`config.mk`:
```
export PLATFORM = sky130hd
export DESIGN_NAME = gcm_ghash_ctrl_flat
export DESIGN_NICKNAME = d
export VERILOG_FILES = /design/src/rtl/gcm_pkg.sv /design/src/rtl/gcm_ghash_ctrl_if.sv /design/src/rtl/gf128_digit_step.sv /design/src/rtl/gcm_ghash_ctrl.sv /design/src/flat_wrapper.sv
export SDC_FILE = /design/constraint.sdc
export NUM_CORES = 2
export LEC_CHECK = 0
export CORE_MARGIN = 3
export CORE_UTILIZATION = 50
export DETAILED_ROUTE_END_ITERATION = 8
export PLACE_DENSITY = 0.72
export SYNTH_ARGS = -nofsm -noshare
export SYNTH_HDL_FRONTEND = slang
export SYNTH_HIERARCHICAL = 1
export SYNTH_SLANG_ARGS = --single-unit
export TNS_END_PERCENT = 100
```
`constraint.sdc`:
```
create_clock -name clk -period 2.8 [get_ports clk]
set_input_delay 0.56 -clock clk [delete_from_list [all_inputs] [get_ports clk]]
set_output_delay 0.56 -clock clk [all_outputs]
set_load 0.03 [all_outputs]
```
`src/rtl/gcm_pkg.sv`:
```
// Shared types and constants for the GHASH controller.
package gcm_pkg;

    // Bit 0 is the GCM MSB; the index increases toward x^127.
    typedef logic [0:127] gcm_blk_t;

    // Reduction constant for x^128 + x^7 + x^2 + x + 1 in GCM bit order.
    localparam gcm_blk_t GCM_R = {8'hE1, 120'd0};

    typedef enum logic [1:0] {
        IDLE     = 2'd0,
        WAIT_BLK = 2'd1,
        MULT     = 2'd2,
        DONE     = 2'd3
    } ghash_state_t;

endpackage

```
`src/rtl/gcm_ghash_ctrl_if.sv`:
```
// Block and tag handshake between the GCM datapath and the GHASH controller.
interface gcm_ghash_ctrl_if;
    import gcm_pkg::*;

    logic     i_start;
    gcm_blk_t i_h;
    gcm_blk_t i_ej0;
    logic     i_blk_valid;
    gcm_blk_t i_blk;
    logic     i_blk_last;
    logic     o_blk_ready;
    logic     o_busy;
    gcm_blk_t o_tag;
    logic     o_tag_valid;

    modport slave (
        input  i_start, i_h, i_ej0, i_blk_valid, i_blk, i_blk_last,
        output o_blk_ready, o_busy, o_tag, o_tag_valid
    );

    modport master (
        output i_start, i_h, i_ej0, i_blk_valid, i_blk, i_blk_last,
        input  o_blk_ready, o_busy, o_tag, o_tag_valid
    );

endinterface

```
`src/rtl/gf128_digit_step.sv`:
```
// One cycle of the digit-serial GF(2^128) multiply: folds DIGIT bits of X into Z.
module gf128_digit_step
    import gcm_pkg::*;
#(
    parameter int DIGIT = 4
) (
    input  gcm_blk_t         z,
    input  gcm_blk_t         v,
    input  logic [0:DIGIT-1] x_bits,
    output gcm_blk_t         z_next,
    output gcm_blk_t         v_next
);

    gcm_blk_t z_acc;
    gcm_blk_t v_acc;

    always_comb begin
        z_acc = z;
        v_acc = v;
        for (int i = 0; i < DIGIT; i++) begin
            if (x_bits[i]) begin
                z_acc = z_acc ^ v_acc;
            end
            // V * x: shift toward bit 127, reduce when x^127 falls off the end
            v_acc = v_acc[127] ? ((v_acc >> 1) ^ GCM_R) : (v_acc >> 1);
        end
        z_next = z_acc;
        v_next = v_acc;
    end

endmodule

```
`src/rtl/gcm_ghash_ctrl.sv`:
```
// Iterative GHASH: Y = (Y ^ X) * H per block, DIGIT multiplier bits per cycle;
// tag = Y ^ EJ0 after the last block.
module gcm_ghash_ctrl
    import gcm_pkg::*;
#(
    parameter int DIGIT = 4
) (
    input  logic            clk,
    input  logic            i_reset,
    gcm_ghash_ctrl_if.slave bus
);
    // state    | meaning
    // IDLE     | after reset; blocks ignored until i_start
    // WAIT_BLK | ready for the next block
    // MULT     | digit-serial multiply, 128/DIGIT cycles
    // DONE     | tag held; blocks ignored until i_start

    localparam logic [1:0] ST_IDLE = IDLE;
    localparam logic [1:0] ST_WAIT = WAIT_BLK;
    localparam logic [1:0] ST_MULT = MULT;
    localparam logic [1:0] ST_DONE = DONE;

    localparam int         N        = 128 / DIGIT;
    localparam logic [6:0] CNT_LAST = 7'(N - 1);

    logic [1:0] state;
    logic [6:0] cnt;
    logic       last_q;
    logic       tag_valid_q;
    gcm_blk_t   x_q;
    gcm_blk_t   z_q;
    gcm_blk_t   v_q;
    gcm_blk_t   y_q;
    gcm_blk_t   h_q;
    gcm_blk_t   ej0_q;
    gcm_blk_t   tag_q;
    gcm_blk_t   z_nxt;
    gcm_blk_t   v_nxt;

    // X is shifted toward bit 0 so the current digit always sits at the top.
    gf128_digit_step #(
        .DIGIT (DIGIT)
    ) u_step (
        .z      (z_q),
        .v      (v_q),
        .x_bits (x_q[0:DIGIT-1]),
        .z_next (z_nxt),
        .v_next (v_nxt)
    );

    always_ff @(posedge clk) begin
        if (i_reset) begin
            state       <= ST_IDLE;
            cnt         <= '0;
            last_q      <= 1'b0;
            tag_valid_q <= 1'b0;
            x_q         <= '0;
            z_q         <= '0;
            v_q         <= '0;
            y_q         <= '0;
            h_q         <= '0;
            ej0_q       <= '0;
            tag_q       <= '0;
        end else begin
            tag_valid_q <= 1'b0;
            if (bus.i_start) begin
                // Abort anything in flight; the previous tag stays visible.
                h_q   <= bus.i_h;
                ej0_q <= bus.i_ej0;
                y_q   <= '0;
                cnt   <= '0;
                state <= ST_WAIT;
            end else begin
                case (state)
                    ST_WAIT: begin
                        if (bus.i_blk_valid) begin
                            x_q    <= y_q ^ bus.i_blk;
                            v_q    <= h_q;
                            z_q    <= '0;
                            cnt    <= '0;
                            last_q <= bus.i_blk_last;
                            state  <= ST_MULT;
                        end
                    end
                    ST_MULT: begin
                        x_q <= x_q << DIGIT;
                        z_q <= z_nxt;
                        v_q <= v_nxt;
                        cnt <= cnt + 7'd1;
                        if (cnt == CNT_LAST) begin
                            y_q <= z_nxt;
                            cnt <= '0;
                            if (last_q) begin
                                tag_q       <= z_nxt ^ ej0_q;
                                tag_valid_q <= 1'b1;
                                state       <= ST_DONE;
                            end else begin
                                state <= ST_WAIT;
                            end
                        end
                    end
                    default: ;
                endcase
            end
        end
    end

    assign bus.o_blk_ready = (state == ST_WAIT);
    assign bus.o_busy      = (state == ST_WAIT) || (state == ST_MULT);
    assign bus.o_tag       = tag_q;
    assign bus.o_tag_valid = tag_valid_q;

endmodule

```
`src/flat_wrapper.sv`:
```
// flat-port wrapper written by rule: the top's interface ports become plain ports
module gcm_ghash_ctrl_flat import gcm_pkg::*;
#(
    parameter int DIGIT = 4
)
  (clk, i_reset, bus_i_start, bus_i_h, bus_i_ej0, bus_i_blk_valid, bus_i_blk, bus_i_blk_last, bus_o_blk_ready, bus_o_busy, bus_o_tag, bus_o_tag_valid);
  gcm_ghash_ctrl_if bus_i ();
  input  logic clk;
  input  logic i_reset;
  input wire logic [$bits(bus_i.i_start)-1:0] bus_i_start;
  input wire logic [$bits(bus_i.i_h)-1:0] bus_i_h;
  input wire logic [$bits(bus_i.i_ej0)-1:0] bus_i_ej0;
  input wire logic [$bits(bus_i.i_blk_valid)-1:0] bus_i_blk_valid;
  input wire logic [$bits(bus_i.i_blk)-1:0] bus_i_blk;
  input wire logic [$bits(bus_i.i_blk_last)-1:0] bus_i_blk_last;
  output wire logic [$bits(bus_i.o_blk_ready)-1:0] bus_o_blk_ready;
  output wire logic [$bits(bus_i.o_busy)-1:0] bus_o_busy;
  output wire logic [$bits(bus_i.o_tag)-1:0] bus_o_tag;
  output wire logic [$bits(bus_i.o_tag_valid)-1:0] bus_o_tag_valid;
  assign bus_i.i_start = bus_i_start;
  assign bus_i.i_h = bus_i_h;
  assign bus_i.i_ej0 = bus_i_ej0;
  assign bus_i.i_blk_valid = bus_i_blk_valid;
  assign bus_i.i_blk = bus_i_blk;
  assign bus_i.i_blk_last = bus_i_blk_last;
  assign bus_o_blk_ready = bus_i.o_blk_ready;
  assign bus_o_busy = bus_i.o_busy;
  assign bus_o_tag = bus_i.o_tag;
  assign bus_o_tag_valid = bus_i.o_tag_valid;
  gcm_ghash_ctrl #(.DIGIT(DIGIT)) u_core (.clk(clk), .i_reset(i_reset), .bus(bus_i));
endmodule
```
==> flow_summary.yaml <==
outcome:
  status: "completed"
layout:
  final_net_count: 5928
  fillers: 7609
  multi_input_area_um2: 24090
  syn2layout_area_growth_pct: 19.43
  drive_above_1_share: 0.06870
  utilization: 0.6050
  regArea_um2: 18170
  final_area_um2: 53710
clocking:
  cts_sinks: 907
  cts_hold_buf: 0
  cts_max_level: 3
  numCtsBuffers: 98
  clockBufferDepth: 3
  cts-root-buf: "clkbuf_16"
  cts_tree: "built"
  post_cts_buffers: 0
  ctsResizeCount: 0
  path_clk_slew_ns: 0.06
  clk_latency_ns: 0.66
floorplanning:
  start_util: 0.5065
  die_y_um: 305.9
  ios: 520
  die_w_um: 305.9
  fp-row-count: 109
  die_area_um2: 93570
  coreArea_um2: 88780
sta:
  final_max_slew_viol_count: 0
  hold_viol: 0
  finalSetupTns_ns: 0
  max_freq_ghz: 0.3665
  setup_violations: 0
  tightest_slew_ns: 0.9639
  skew_ns: 0.03772
  slew_headroom: 0.3574
  timing.final.ws_setup_ns: 0.07133
  fin_crit_ns: 2.729
  fin_crit_sh: 0.9745
  rsz0062_at_grt: "no"
synthesis:
  yosysSeqAreaShare: 0.4038
  syn_inst: 5362
  syn_nets: 5754
  netlist_area_um2: 44970
  yosysWarnings: 6
  synth_cell_type_count: 47
  avgSynthCellArea_um2: 8.387
  synth_edf_count: 0
  ys.flop_type: "dfxtp_1"
  synth_seq_cells: 907
  async_reset_ff_frac: 0
drt:
  vias: 36450
  met1_length_um: 54350
  ant_nets: 0
  drc_errors: 0
  drt_wl_total_um: 120900
  drtIter0Drc: 3130
  dr.pass1.iters: 6
  routed.top_layer: "met5"
  via_per_inst: 5.363
  routedWlPerCell_um: 17.78
  dr_wl_met2_um: 57090
  route.met3.wl_um: 6436
power:
  leakage_nw: 17.45
  p_sw_w: 0.007552
  internal_power_w: 0.02309
  total_power_w: 0.03065
  p_comb_frac: 0.096
  clkPwrFrac: 0.453
  power.density_nw_per_um2: 570.6
  peakVddDrop_mv: 0.4963
  swShare: 0.2464
  seq_power_share: 0.451
global_route:
  grt_pass1_vias: 34630
  track_usage: 0.2488
  overflow: 0
  grt_pass1_wl_um: 192300
  antenna_found_initial: 17
  grt_max_degree: 175
placed_design:
  dpl_worst_slack_ns: 0.3006
  place_hpwl_um: 80890
  portBuffers: 519
  gp_congestion: 0.8197
  dpl_cell_area_um2: 50130
min_path:
  hold_class: "input pin to register"
setup_path:
  crit_path_start_kind: "register"
  crit_arrival_ns: 2.17
  end_kind: "output port"
  path_max_fanout: 4
  cp.required_ns: 2.24
  criticalPathCategory: "register to output port"
job:
  max-cap-violations: 0
==> final timing paths <==
kind | startpoint | end | slack (ns) | cells after the start
max | u_core/state[0]$_SDFFE_PP0P_ | bus_o_busy | 0.07 | 4
min | i_reset | u_core/last_q$_SDFFE_PP0P_ | 0.29 | 2
max reg2reg | u_core/cnt[0]$_SDFFE_PP0P_ | u_core/bus.o_tag[67]$_SDFFE_PP0P_ | 0.34 | 6
min reg2reg | u_core/x_q[16]$_SDFFE_PP0P_ | u_core/x_q[16]$_SDFFE_PP0P_ | 0.45 | 2
==> sequential cells by signal, summed over array words and instances (netlist names) <==
signal                  cells
u_core/bus.o_tag          128
u_core/bus.o_tag_valid      1
u_core/cnt                  7
u_core/ej0_q              128
u_core/h_q                128
u_core/last_q               1
u_core/state                2
u_core/v_q                128
u_core/x_q                128
u_core/y_q                128
u_core/z_q                128
==> logic make-up after synthesis <==
family                   count (synthesis)  synth area share
AND/OR/NAND/NOR                       1961            0.1803
flip-flops                             907            0.4038
AO/OA/AOI/OAI                          792            0.1160
XOR/XNOR                               778            0.1517
buffers and inverters                  534           0.06132
multiplexers                           387           0.08614
adder cells (fa/ha/maj)                  3         0.0008348
==> power groups by stage <==
stage               sequential (W)  clock (W)  combinational, W
floorplan                   0.0139          0           0.00200
global placement            0.0141          0           0.00288
detailed placement          0.0141          0           0.00293
CTS                         0.0138     0.0141           0.00295
global route                0.0139     0.0147           0.00320
finish                      0.0138     0.0139           0.00294
==> critical path, cell delays in order, from the launching register on <==
cell,delay (ns)
dfxtp_1,0.38
inv_1,0.09
ha_4,0.25
inv_1,0.05
clkdlybuf4s50_1,0.76
==> cell usage in the layout (no fill, tap or decap), drive strengths merged, types with 2 or more instances in the layout <==
cell           netlist  final
o21ai              130    130
o31ai              129    129
nor3                 7      7
a21oi              391    391
clkdlybuf4s50        0    517
nand3b             129    129
nor2               392    392
clkinv               0     31
buf                299     84
clkbuf             228    133
clkinvlp             0      4
diode                0     13
bufinv               0     12
nand3              133    133
nor2b                5      5
xnor2              527    527
inv                  7     10
xor2               251    251
ha                   3      3
dfxtp              907    907
nand2             1273   1273
a211oi             130    130
or3                  8      8
o22ai                2      2
mux2i              387    387
nand2b               5      5
o211ai               2      2
nand4                2      2
==> Yosys cell counts, types with 2 or more instances <==
library cell / n / share of area
xnor2_1: 526 / 0.10
or3_1: 8 / 0.0011
xor2_1: 251 / 0.049
clkbuf_1: 228 / 0.019
inv_1: 7 / 0.00058
mux2i_1: 387 / 0.086
nor3_1: 7 / 0.00078
nor2_1: 392 / 0.033
o21ai_0: 130 / 0.014
nand3_1: 133 / 0.015
ha_1: 3 / 0.00083
nand3b_1: 129 / 0.022
nor2b_1: 5 / 0.00070
o31ai_1: 17 / 0.0028
buf_1: 21 / 0.0018
o22ai_1: 2 / 0.00028
o31ai_2: 112 / 0.031
buf_2: 140 / 0.016
a21oi_1: 391 / 0.044
nand2_1: 1273 / 0.11
nand2b_1: 4 / 0.00056
dfxtp_1: 907 / 0.40
o211ai_1: 2 / 0.00033
a211oi_1: 129 / 0.022
buf_6: 14 / 0.0035
buf_4: 123 / 0.021
==> metal layers <==
layer	track usage	vias to the layer above
met1	0.3388	17370
li1	-	17900
met4	0.07445	6
met5	0	-
met3	0.03578	178
met2	0.4105	997
==> cell type report <==
cell class | count | share of cell area
multi-input combinational | 3921 | 0.4486
sequential | 907 | 0.3383
timing repair buffer | 601 | 0.1189
clock buffer | 133 | 0.05358
tap | 1165 | 0.02714
clock inverter | 50 | 0.01239
antenna | 13 | 0.0006057
inverter | 7 | 0.0004892
==> stage by stage <==
step	hold WS (ns)	std cells
floorplan	0.4286	5362
global placement	0.4362	6601
detailed placement	0.4434	6601
CTS	0.2560	6784
global route	0.2949	6795
finish	0.2912	6797
Note: power is estimated with default switching activity, not from simulation.
